### src/rtl/mem_bus_arbiter_if.sv
// Signal bundle between the fetch/load-store requesters, the arbiter and the shared memory port.
// master = arbiter side, slave = requester/memory environment side.
interface mem_bus_arbiter_if;
  logic        instr_req;
  logic [31:0] instr_addr;
  logic        instr_gnt;
  logic [31:0] instr_rdata;
  logic        instr_err;
  logic        instr_valid;

  logic        data_req;
  logic [31:0] data_addr;
  logic        data_we;
  logic [3:0]  data_be;
  logic [31:0] data_wdata;
  logic        data_gnt;
  logic [31:0] data_rdata;
  logic        data_err;
  logic        data_valid;

  logic        mem_req;
  logic [31:0] mem_addr;
  logic        mem_we;
  logic [3:0]  mem_be;
  logic [31:0] mem_wdata;
  logic        mem_gnt;
  logic [31:0] mem_rdata;
  logic        mem_err;
  logic        mem_valid;

  logic        resp_orphan;

  modport master (
    input  instr_req, instr_addr,
    input  data_req, data_addr, data_we, data_be, data_wdata,
    input  mem_gnt, mem_rdata, mem_err, mem_valid,
    output instr_gnt, instr_rdata, instr_err, instr_valid,
    output data_gnt, data_rdata, data_err, data_valid,
    output mem_req, mem_addr, mem_we, mem_be, mem_wdata,
    output resp_orphan
  );

  modport slave (
    output instr_req, instr_addr,
    output data_req, data_addr, data_we, data_be, data_wdata,
    output mem_gnt, mem_rdata, mem_err, mem_valid,
    input  instr_gnt, instr_rdata, instr_err, instr_valid,
    input  data_gnt, data_rdata, data_err, data_valid,
    input  mem_req, mem_addr, mem_we, mem_be, mem_wdata,
    input  resp_orphan
  );
endinterface

### src/rtl/mem_bus_arbiter.sv
// Two-requester (fetch / load-store) arbiter onto one pipelined memory port with in-order responses.
// Define ARB_ROUND_ROBIN_EN for round-robin arbitration; default is fixed priority (data first).
module mem_bus_arbiter #(
  parameter int MAX_OUTSTANDING = 2
) (
  input  logic              clk,
  input  logic              reset_n,
  mem_bus_arbiter_if.master bus
);

  localparam int CW = $clog2(MAX_OUTSTANDING + 1);
  localparam int PW = (MAX_OUTSTANDING > 1) ? $clog2(MAX_OUTSTANDING) : 1;
  localparam logic [CW-1:0] MAX_CNT  = CW'(MAX_OUTSTANDING);
  localparam logic [PW-1:0] LAST_PTR = PW'(MAX_OUTSTANDING - 1);

  typedef enum logic {OWN_INSTR = 1'b0, OWN_DATA = 1'b1} owner_e;
  typedef enum logic [1:0] {ST_FREE, ST_LOCK_INSTR, ST_LOCK_DATA} lock_state_e;

  lock_state_e state_reg, state_next;
  logic [CW-1:0] count_reg;
  logic [PW-1:0] wr_ptr_reg, rd_ptr_reg;
  owner_e owner_fifo_reg [MAX_OUTSTANDING];
  logic [MAX_OUTSTANDING-1:0] slot_we;
`ifdef ARB_ROUND_ROBIN_EN
  owner_e last_owner_reg;
`endif

  owner_e sel, head;
  logic any_req, room, req_out, push, pop;

  function automatic logic [PW-1:0] ptr_inc(input logic [PW-1:0] p);
    return (p == LAST_PTR) ? '0 : p + 1'b1;
  endfunction

  // A lock only holds while its owner keeps requesting; a dropped request frees the port.
  always_comb begin
    sel = OWN_INSTR;
    if (state_reg == ST_LOCK_INSTR && bus.instr_req) begin
      sel = OWN_INSTR;
    end else if (state_reg == ST_LOCK_DATA && bus.data_req) begin
      sel = OWN_DATA;
    end else if (bus.instr_req && bus.data_req) begin
`ifdef ARB_ROUND_ROBIN_EN
      sel = (last_owner_reg == OWN_DATA) ? OWN_INSTR : OWN_DATA;
`else
      sel = OWN_DATA;
`endif
    end else if (bus.data_req) begin
      sel = OWN_DATA;
    end
  end

  always_comb begin
    state_next = ST_FREE;
    if (req_out && !bus.mem_gnt) begin
      state_next = (sel == OWN_DATA) ? ST_LOCK_DATA : ST_LOCK_INSTR;
    end
  end

  // A full FIFO still accepts a request when a response retires in the same cycle.
  assign any_req = bus.instr_req | bus.data_req;
  assign room    = (count_reg < MAX_CNT) | ((count_reg == MAX_CNT) & bus.mem_valid);
  assign req_out = reset_n & any_req & room;
  assign push    = req_out & bus.mem_gnt;
  assign pop     = reset_n & bus.mem_valid & (count_reg != '0);
  assign head    = owner_fifo_reg[rd_ptr_reg];

  assign bus.mem_req   = req_out;
  assign bus.mem_addr  = (sel == OWN_DATA) ? bus.data_addr  : bus.instr_addr;
  assign bus.mem_we    = (sel == OWN_DATA) ? bus.data_we    : 1'b0;
  assign bus.mem_be    = (sel == OWN_DATA) ? bus.data_be    : 4'hF;
  assign bus.mem_wdata = (sel == OWN_DATA) ? bus.data_wdata : 32'h0;

  assign bus.instr_gnt = push & (sel == OWN_INSTR);
  assign bus.data_gnt  = push & (sel == OWN_DATA);

  assign bus.instr_valid = pop & (head == OWN_INSTR);
  assign bus.data_valid  = pop & (head == OWN_DATA);
  assign bus.instr_rdata = bus.instr_valid ? bus.mem_rdata : 32'h0;
  assign bus.instr_err   = bus.instr_valid & bus.mem_err;
  assign bus.data_rdata  = bus.data_valid ? bus.mem_rdata : 32'h0;
  assign bus.data_err    = bus.data_valid & bus.mem_err;
  assign bus.resp_orphan = reset_n & bus.mem_valid & (count_reg == '0);

  always_ff @(posedge clk or negedge reset_n) begin
    if (!reset_n) begin
      state_reg  <= ST_FREE;
      count_reg  <= '0;
      wr_ptr_reg <= '0;
      rd_ptr_reg <= '0;
`ifdef ARB_ROUND_ROBIN_EN
      last_owner_reg <= OWN_DATA;
`endif
    end else begin
      state_reg <= state_next;
      if (push) wr_ptr_reg <= ptr_inc(wr_ptr_reg);
      if (pop)  rd_ptr_reg <= ptr_inc(rd_ptr_reg);
      if (push && !pop) begin
        count_reg <= count_reg + 1'b1;
      end else if (pop && !push) begin
        count_reg <= count_reg - 1'b1;
      end
`ifdef ARB_ROUND_ROBIN_EN
      if (push) last_owner_reg <= sel;
`endif
    end
  end

  genvar gi;
  generate
    for (gi = 0; gi < MAX_OUTSTANDING; gi++) begin : g_slot_we
      assign slot_we[gi] = push & (wr_ptr_reg == PW'(gi));
    end
  endgenerate

  // Owner storage needs no reset: the pointers and count define which entries are live.
  always_ff @(posedge clk) begin
    for (int i = 0; i < MAX_OUTSTANDING; i++) begin
      if (slot_we[i]) owner_fifo_reg[i] <= sel;
    end
  end

endmodule

### src/flat_wrapper.sv
// flat-port wrapper written by rule: the top's interface ports become plain ports
module mem_bus_arbiter_flat 
#(
  parameter int MAX_OUTSTANDING = 2
)
  (clk, reset_n, bus_instr_req, bus_instr_addr, bus_data_req, bus_data_addr, bus_data_we, bus_data_be, bus_data_wdata, bus_mem_gnt, bus_mem_rdata, bus_mem_err, bus_mem_valid, bus_instr_gnt, bus_instr_rdata, bus_instr_err, bus_instr_valid, bus_data_gnt, bus_data_rdata, bus_data_err, bus_data_valid, bus_mem_req, bus_mem_addr, bus_mem_we, bus_mem_be, bus_mem_wdata, bus_resp_orphan);
  mem_bus_arbiter_if bus_i ();
  input  logic clk;
  input  logic reset_n;
  input wire logic [$bits(bus_i.instr_req)-1:0] bus_instr_req;
  input wire logic [$bits(bus_i.instr_addr)-1:0] bus_instr_addr;
  input wire logic [$bits(bus_i.data_req)-1:0] bus_data_req;
  input wire logic [$bits(bus_i.data_addr)-1:0] bus_data_addr;
  input wire logic [$bits(bus_i.data_we)-1:0] bus_data_we;
  input wire logic [$bits(bus_i.data_be)-1:0] bus_data_be;
  input wire logic [$bits(bus_i.data_wdata)-1:0] bus_data_wdata;
  input wire logic [$bits(bus_i.mem_gnt)-1:0] bus_mem_gnt;
  input wire logic [$bits(bus_i.mem_rdata)-1:0] bus_mem_rdata;
  input wire logic [$bits(bus_i.mem_err)-1:0] bus_mem_err;
  input wire logic [$bits(bus_i.mem_valid)-1:0] bus_mem_valid;
  output wire logic [$bits(bus_i.instr_gnt)-1:0] bus_instr_gnt;
  output wire logic [$bits(bus_i.instr_rdata)-1:0] bus_instr_rdata;
  output wire logic [$bits(bus_i.instr_err)-1:0] bus_instr_err;
  output wire logic [$bits(bus_i.instr_valid)-1:0] bus_instr_valid;
  output wire logic [$bits(bus_i.data_gnt)-1:0] bus_data_gnt;
  output wire logic [$bits(bus_i.data_rdata)-1:0] bus_data_rdata;
  output wire logic [$bits(bus_i.data_err)-1:0] bus_data_err;
  output wire logic [$bits(bus_i.data_valid)-1:0] bus_data_valid;
  output wire logic [$bits(bus_i.mem_req)-1:0] bus_mem_req;
  output wire logic [$bits(bus_i.mem_addr)-1:0] bus_mem_addr;
  output wire logic [$bits(bus_i.mem_we)-1:0] bus_mem_we;
  output wire logic [$bits(bus_i.mem_be)-1:0] bus_mem_be;
  output wire logic [$bits(bus_i.mem_wdata)-1:0] bus_mem_wdata;
  output wire logic [$bits(bus_i.resp_orphan)-1:0] bus_resp_orphan;
  assign bus_i.instr_req = bus_instr_req;
  assign bus_i.instr_addr = bus_instr_addr;
  assign bus_i.data_req = bus_data_req;
  assign bus_i.data_addr = bus_data_addr;
  assign bus_i.data_we = bus_data_we;
  assign bus_i.data_be = bus_data_be;
  assign bus_i.data_wdata = bus_data_wdata;
  assign bus_i.mem_gnt = bus_mem_gnt;
  assign bus_i.mem_rdata = bus_mem_rdata;
  assign bus_i.mem_err = bus_mem_err;
  assign bus_i.mem_valid = bus_mem_valid;
  assign bus_instr_gnt = bus_i.instr_gnt;
  assign bus_instr_rdata = bus_i.instr_rdata;
  assign bus_instr_err = bus_i.instr_err;
  assign bus_instr_valid = bus_i.instr_valid;
  assign bus_data_gnt = bus_i.data_gnt;
  assign bus_data_rdata = bus_i.data_rdata;
  assign bus_data_err = bus_i.data_err;
  assign bus_data_valid = bus_i.data_valid;
  assign bus_mem_req = bus_i.mem_req;
  assign bus_mem_addr = bus_i.mem_addr;
  assign bus_mem_we = bus_i.mem_we;
  assign bus_mem_be = bus_i.mem_be;
  assign bus_mem_wdata = bus_i.mem_wdata;
  assign bus_resp_orphan = bus_i.resp_orphan;
  mem_bus_arbiter #(.MAX_OUTSTANDING(MAX_OUTSTANDING)) u_core (.clk(clk), .reset_n(reset_n), .bus(bus_i));
endmodule
### config.mk
export PLATFORM = sky130hd
export DESIGN_NAME = mem_bus_arbiter_flat
export DESIGN_NICKNAME = d
export VERILOG_FILES = /design/src/rtl/mem_bus_arbiter_if.sv /design/src/rtl/mem_bus_arbiter.sv /design/src/flat_wrapper.sv
export SDC_FILE = /design/constraint.sdc
export NUM_CORES = 1
export LEC_CHECK = 0
export CAP_MARGIN = 40
export CELL_PAD_IN_SITES_DETAIL_PLACEMENT = 1
export CELL_PAD_IN_SITES_GLOBAL_PLACEMENT = 1
export CORE_MARGIN = 2
export CORE_UTILIZATION = 12
export DETAILED_ROUTE_END_ITERATION = 8
export PLACE_DENSITY = 0.9
export REMOVE_ABC_BUFFERS = 1
export SYNTH_ARGS = -nofsm -noshare
export SYNTH_HDL_FRONTEND = slang
export SYNTH_SLANG_ARGS = --single-unit
### constraint.sdc
create_clock -name clk -period 2.1 [get_ports clk]
set_input_delay 0.42 -clock clk [delete_from_list [all_inputs] [get_ports clk]]
set_output_delay 0.42 -clock clk [all_outputs]
set_load 0.05 [all_outputs]
==> impl_metrics.json <==
{
  "status": "completed",
  "track_usage_pct": 16.3,
  "p_sw_share_pct": 46.2,
  "cts_sinks": 8,
  "leakage_uw": 0.00283,
  "viasPerCell": 4.27,
  "fin_nets": 624,
  "finalCritPeriodShare_pct": 98.8,
  "dieArea_um2": 14100,
  "dpl.hpwl_um": 9990,
  "yosys.cell_types.count": 26,
  "drtPass1Iterations": 4,
  "drv_slew": 0,
  "routed_wl_um": 12200,
  "timing.hold.ws_ns": 0.254,
  "irDropWorstVdd_mv": 0.254,
  "startpoint_type": "input pin",
  "htree_num_levels": 1,
  "pwr_density_cell_nw_per_um2": 536,
  "start_util_pct": 12.4,
  "path_class": "in2out",
  "vias": 2790,
  "fmax_ghz": 0.482,
  "syn_avg_cell_area_um2": 8.01,
  "clock_latency_ns": 0.23,
  "total_power_uw": 3300,
  "grt_pass1_vias": 3263,
  "cts_hold_buffers": 0,
  "portBuffers": 280,
  "place_congestion": 0.812,
  "numCtsBuffers": 3,
  "area_growth_pct": 288,
  "p_int_uw": 1770,
  "max-cap-violations": 0,
  "worst-path-buf-inv": 4,
  "rr_worst_depth": 10,
  "crit_arrival_ns": 1.65,
  "cp_common_cell": "buf_12",
  "slew-limit-headroom_pct": 77.8,
  "antenna_cells": 0,
  "met3_length_um": 1070,
  "drt_iter0_markers": 85,
  "setup_viol": 0,
  "period_needed_ns": 2.07,
  "rrSetupSlack_ns": 0.27,
  "reg2reg_from": "u_core.count_reg[0]",
  "crit_fanout": 20,
  "yosysSeqAreaShare_pct": 13.3,
  "crit_path_max_incr_delay_ns": 0.36,
  "worstMarginPinSlew_ns": 0.331,
  "switching_power_uw": 1520,
  "die_w_um": 119,
  "ant_nets": 0,
  "grt.overflow.total": 0,
  "drc": 0,
  "worstPathCellList": "dlygate4sd2_1 > buf_12 > nand2_8 > clkbuf_16 > mux2_2 > buf_12",
  "hp-class": "in2async",
  "regArea_um2": 211,
  "core_um2": 12800,
  "worstPathRequired_ns": 1.68,
  "final_common_cell": "clkdlybuf4s50_1",
  "wire_per_inst_um": 18.6,
  "synth_area_um2": 1590,
  "hold_viol": 0,
  "synth_seq_cells": 8,
  "fin_worst_skew_ns": 0.00129,
  "yosys_warnings": 0,
  "num_io_pins": 281,
  "highest_layer": "met4",
  "critPathTopFamily": "buffers and inverters",
  "end_kind": "output pin",
  "cts-root-buf": "clkbuf_16",
  "chipHeight_um": 119,
  "final_layout_size_suffix_gt1_share_pct": 42.3,
  "p_clk_share_pct": 10.2,
  "final_cell_mix": "clkdlybuf4s50_1, buf_12, and3_1",
  "multi_input_area_um2": 1250,
  "syn_inst": 198,
  "drt-met1-wl_um": 3980,
  "cts.path.max_buffers": 2,
  "rsz0062_at_grt": "true",
  "grt_pass1_wl_um": 18300,
  "rows": 41,
  "comb_power_share_pct": 81.4,
  "grt_max_degree": 41,
  "slowest_stage": "mux2_2",
  "reg2reg_to": "u_core.count_reg[1]",
  "p_seq_share_pct": 8.4,
  "nFillCells": 1272,
  "cts_tree": "built",
  "antenna_found_initial": 0,
  "clk_pin_slew_worst_paths_ns": 0.04,
  "met2WireLength_um": 6730
}
-- power by group through the flow --
stage	logic [µW]	registers, µW	clock network [µW]
after floorplan	1160	248	0
after global placement	2500	257	0
after detailed placement	2560	261	0
after CTS	2670	266	343
after global routing	2790	284	346
final	2680	276	336
-- layer usage --
layer | track usage, % | vias to the layer above
li1 | - | 1285
met1 | 15.8 | 1298
met2 | 31.9 | 181
met3 | 4.98 | 26
met4 | 6.10 | 0
met5 | 0 | -
-- Yosys cell counts --
| library cell | instances | area (µm²) |
|---|---|---|
| and3_1 | 99 | 619 |
| mux2_1 | 11 | 124 |
| o221ai_1 | 1 | 8.76 |
| nand2_1 | 1 | 3.75 |
| and2_1 | 1 | 6.26 |
| nand2b_1 | 4 | 25.0 |
| nor3_1 | 3 | 15.0 |
| xnor2_1 | 4 | 35.0 |
| clkbuf_1 | 6 | 22.5 |
| buf_6 | 7 | 78.8 |
| dfrtp_1 | 6 | 150 |
| o21ai_2 | 1 | 8.76 |
| nor2b_1 | 1 | 6.26 |
| inv_1 | 3 | 11.3 |
| mux2i_1 | 1 | 10.0 |
| inv_2 | 2 | 7.51 |
| nor2_1 | 7 | 26.3 |
| edfxtp_1 | 2 | 60.1 |
| nor2_2 | 1 | 6.26 |
| ha_1 | 1 | 12.5 |
| nand3b_4 | 1 | 20.0 |
| mux2_2 | 22 | 248 |
| o211a_1 | 1 | 10.0 |
| xor2_1 | 1 | 8.76 |
| nand2_4 | 1 | 11.3 |
| buf_2 | 10 | 50.1 |
-- how the worst max path moves through the flow --
stage / from / end / slack [ns] / cells past startpoint
floorplan: u_core.count_reg[0] / bus_data_valid / -0.48 / 4
global placement: bus_instr_req / bus_instr_gnt / -0.29 / 7
detailed placement: bus_instr_req / bus_instr_gnt / -0.31 / 7
CTS: bus_data_req / bus_mem_addr[1] / -0.004 / 6
global route: bus_data_req / bus_mem_addr[26] / -0.007 / 6
finish: bus_data_req / bus_mem_addr[26] / 0.03 / 6
-- per-stage QoR --
step / cell area [µm²] / TNS (ns) / cells / worst slack, ns / util (%)
finish: 6150 / 0 / 654 / 0.0256 / 48.2
global route: 6150 / -0.0216 / 654 / -0.00696 / 48.2
CTS: 6080 / -0.00446 / 652 / -0.00446 / 47.6
detailed placement: 5840 / -19.19 / 643 / -0.314 / 45.7
global placement: 5840 / -15.69 / 643 / -0.287 / 45.7
floorplan: 1430 / -17.92 / 175 / -0.483 / -
-- logic make-up after synthesis --
group | after synthesis | synth area share, %
and+or+nand+nor | 119 | 46.6
muxes | 34 | 24.1
buffers and inverters | 28 | 10.7
DFF | 8 | 13.3
xor gates and xnor gates | 5 | 2.76
AOI/OAI and AO/OA | 3 | 1.74
adders and majority gates | 1 | 0.789
-- what timing repair did --
item | 4_1_cts | 5_1_grt
gates cloned | 3 | 2
setup endpoints to repair | 139 | 52
setup buffers | 2 | 0
gates resized for setup | 19 | 8
-- final cells by class --
cell class,count,area share (%)
inverters,5,0.305
well taps,172,3.50
flip-flops and latches,8,3.44
repair buffers,303,71.1
clock buffers,4,1.28
multi-input cells,162,20.3
Power figures use the tool's default switching activity.
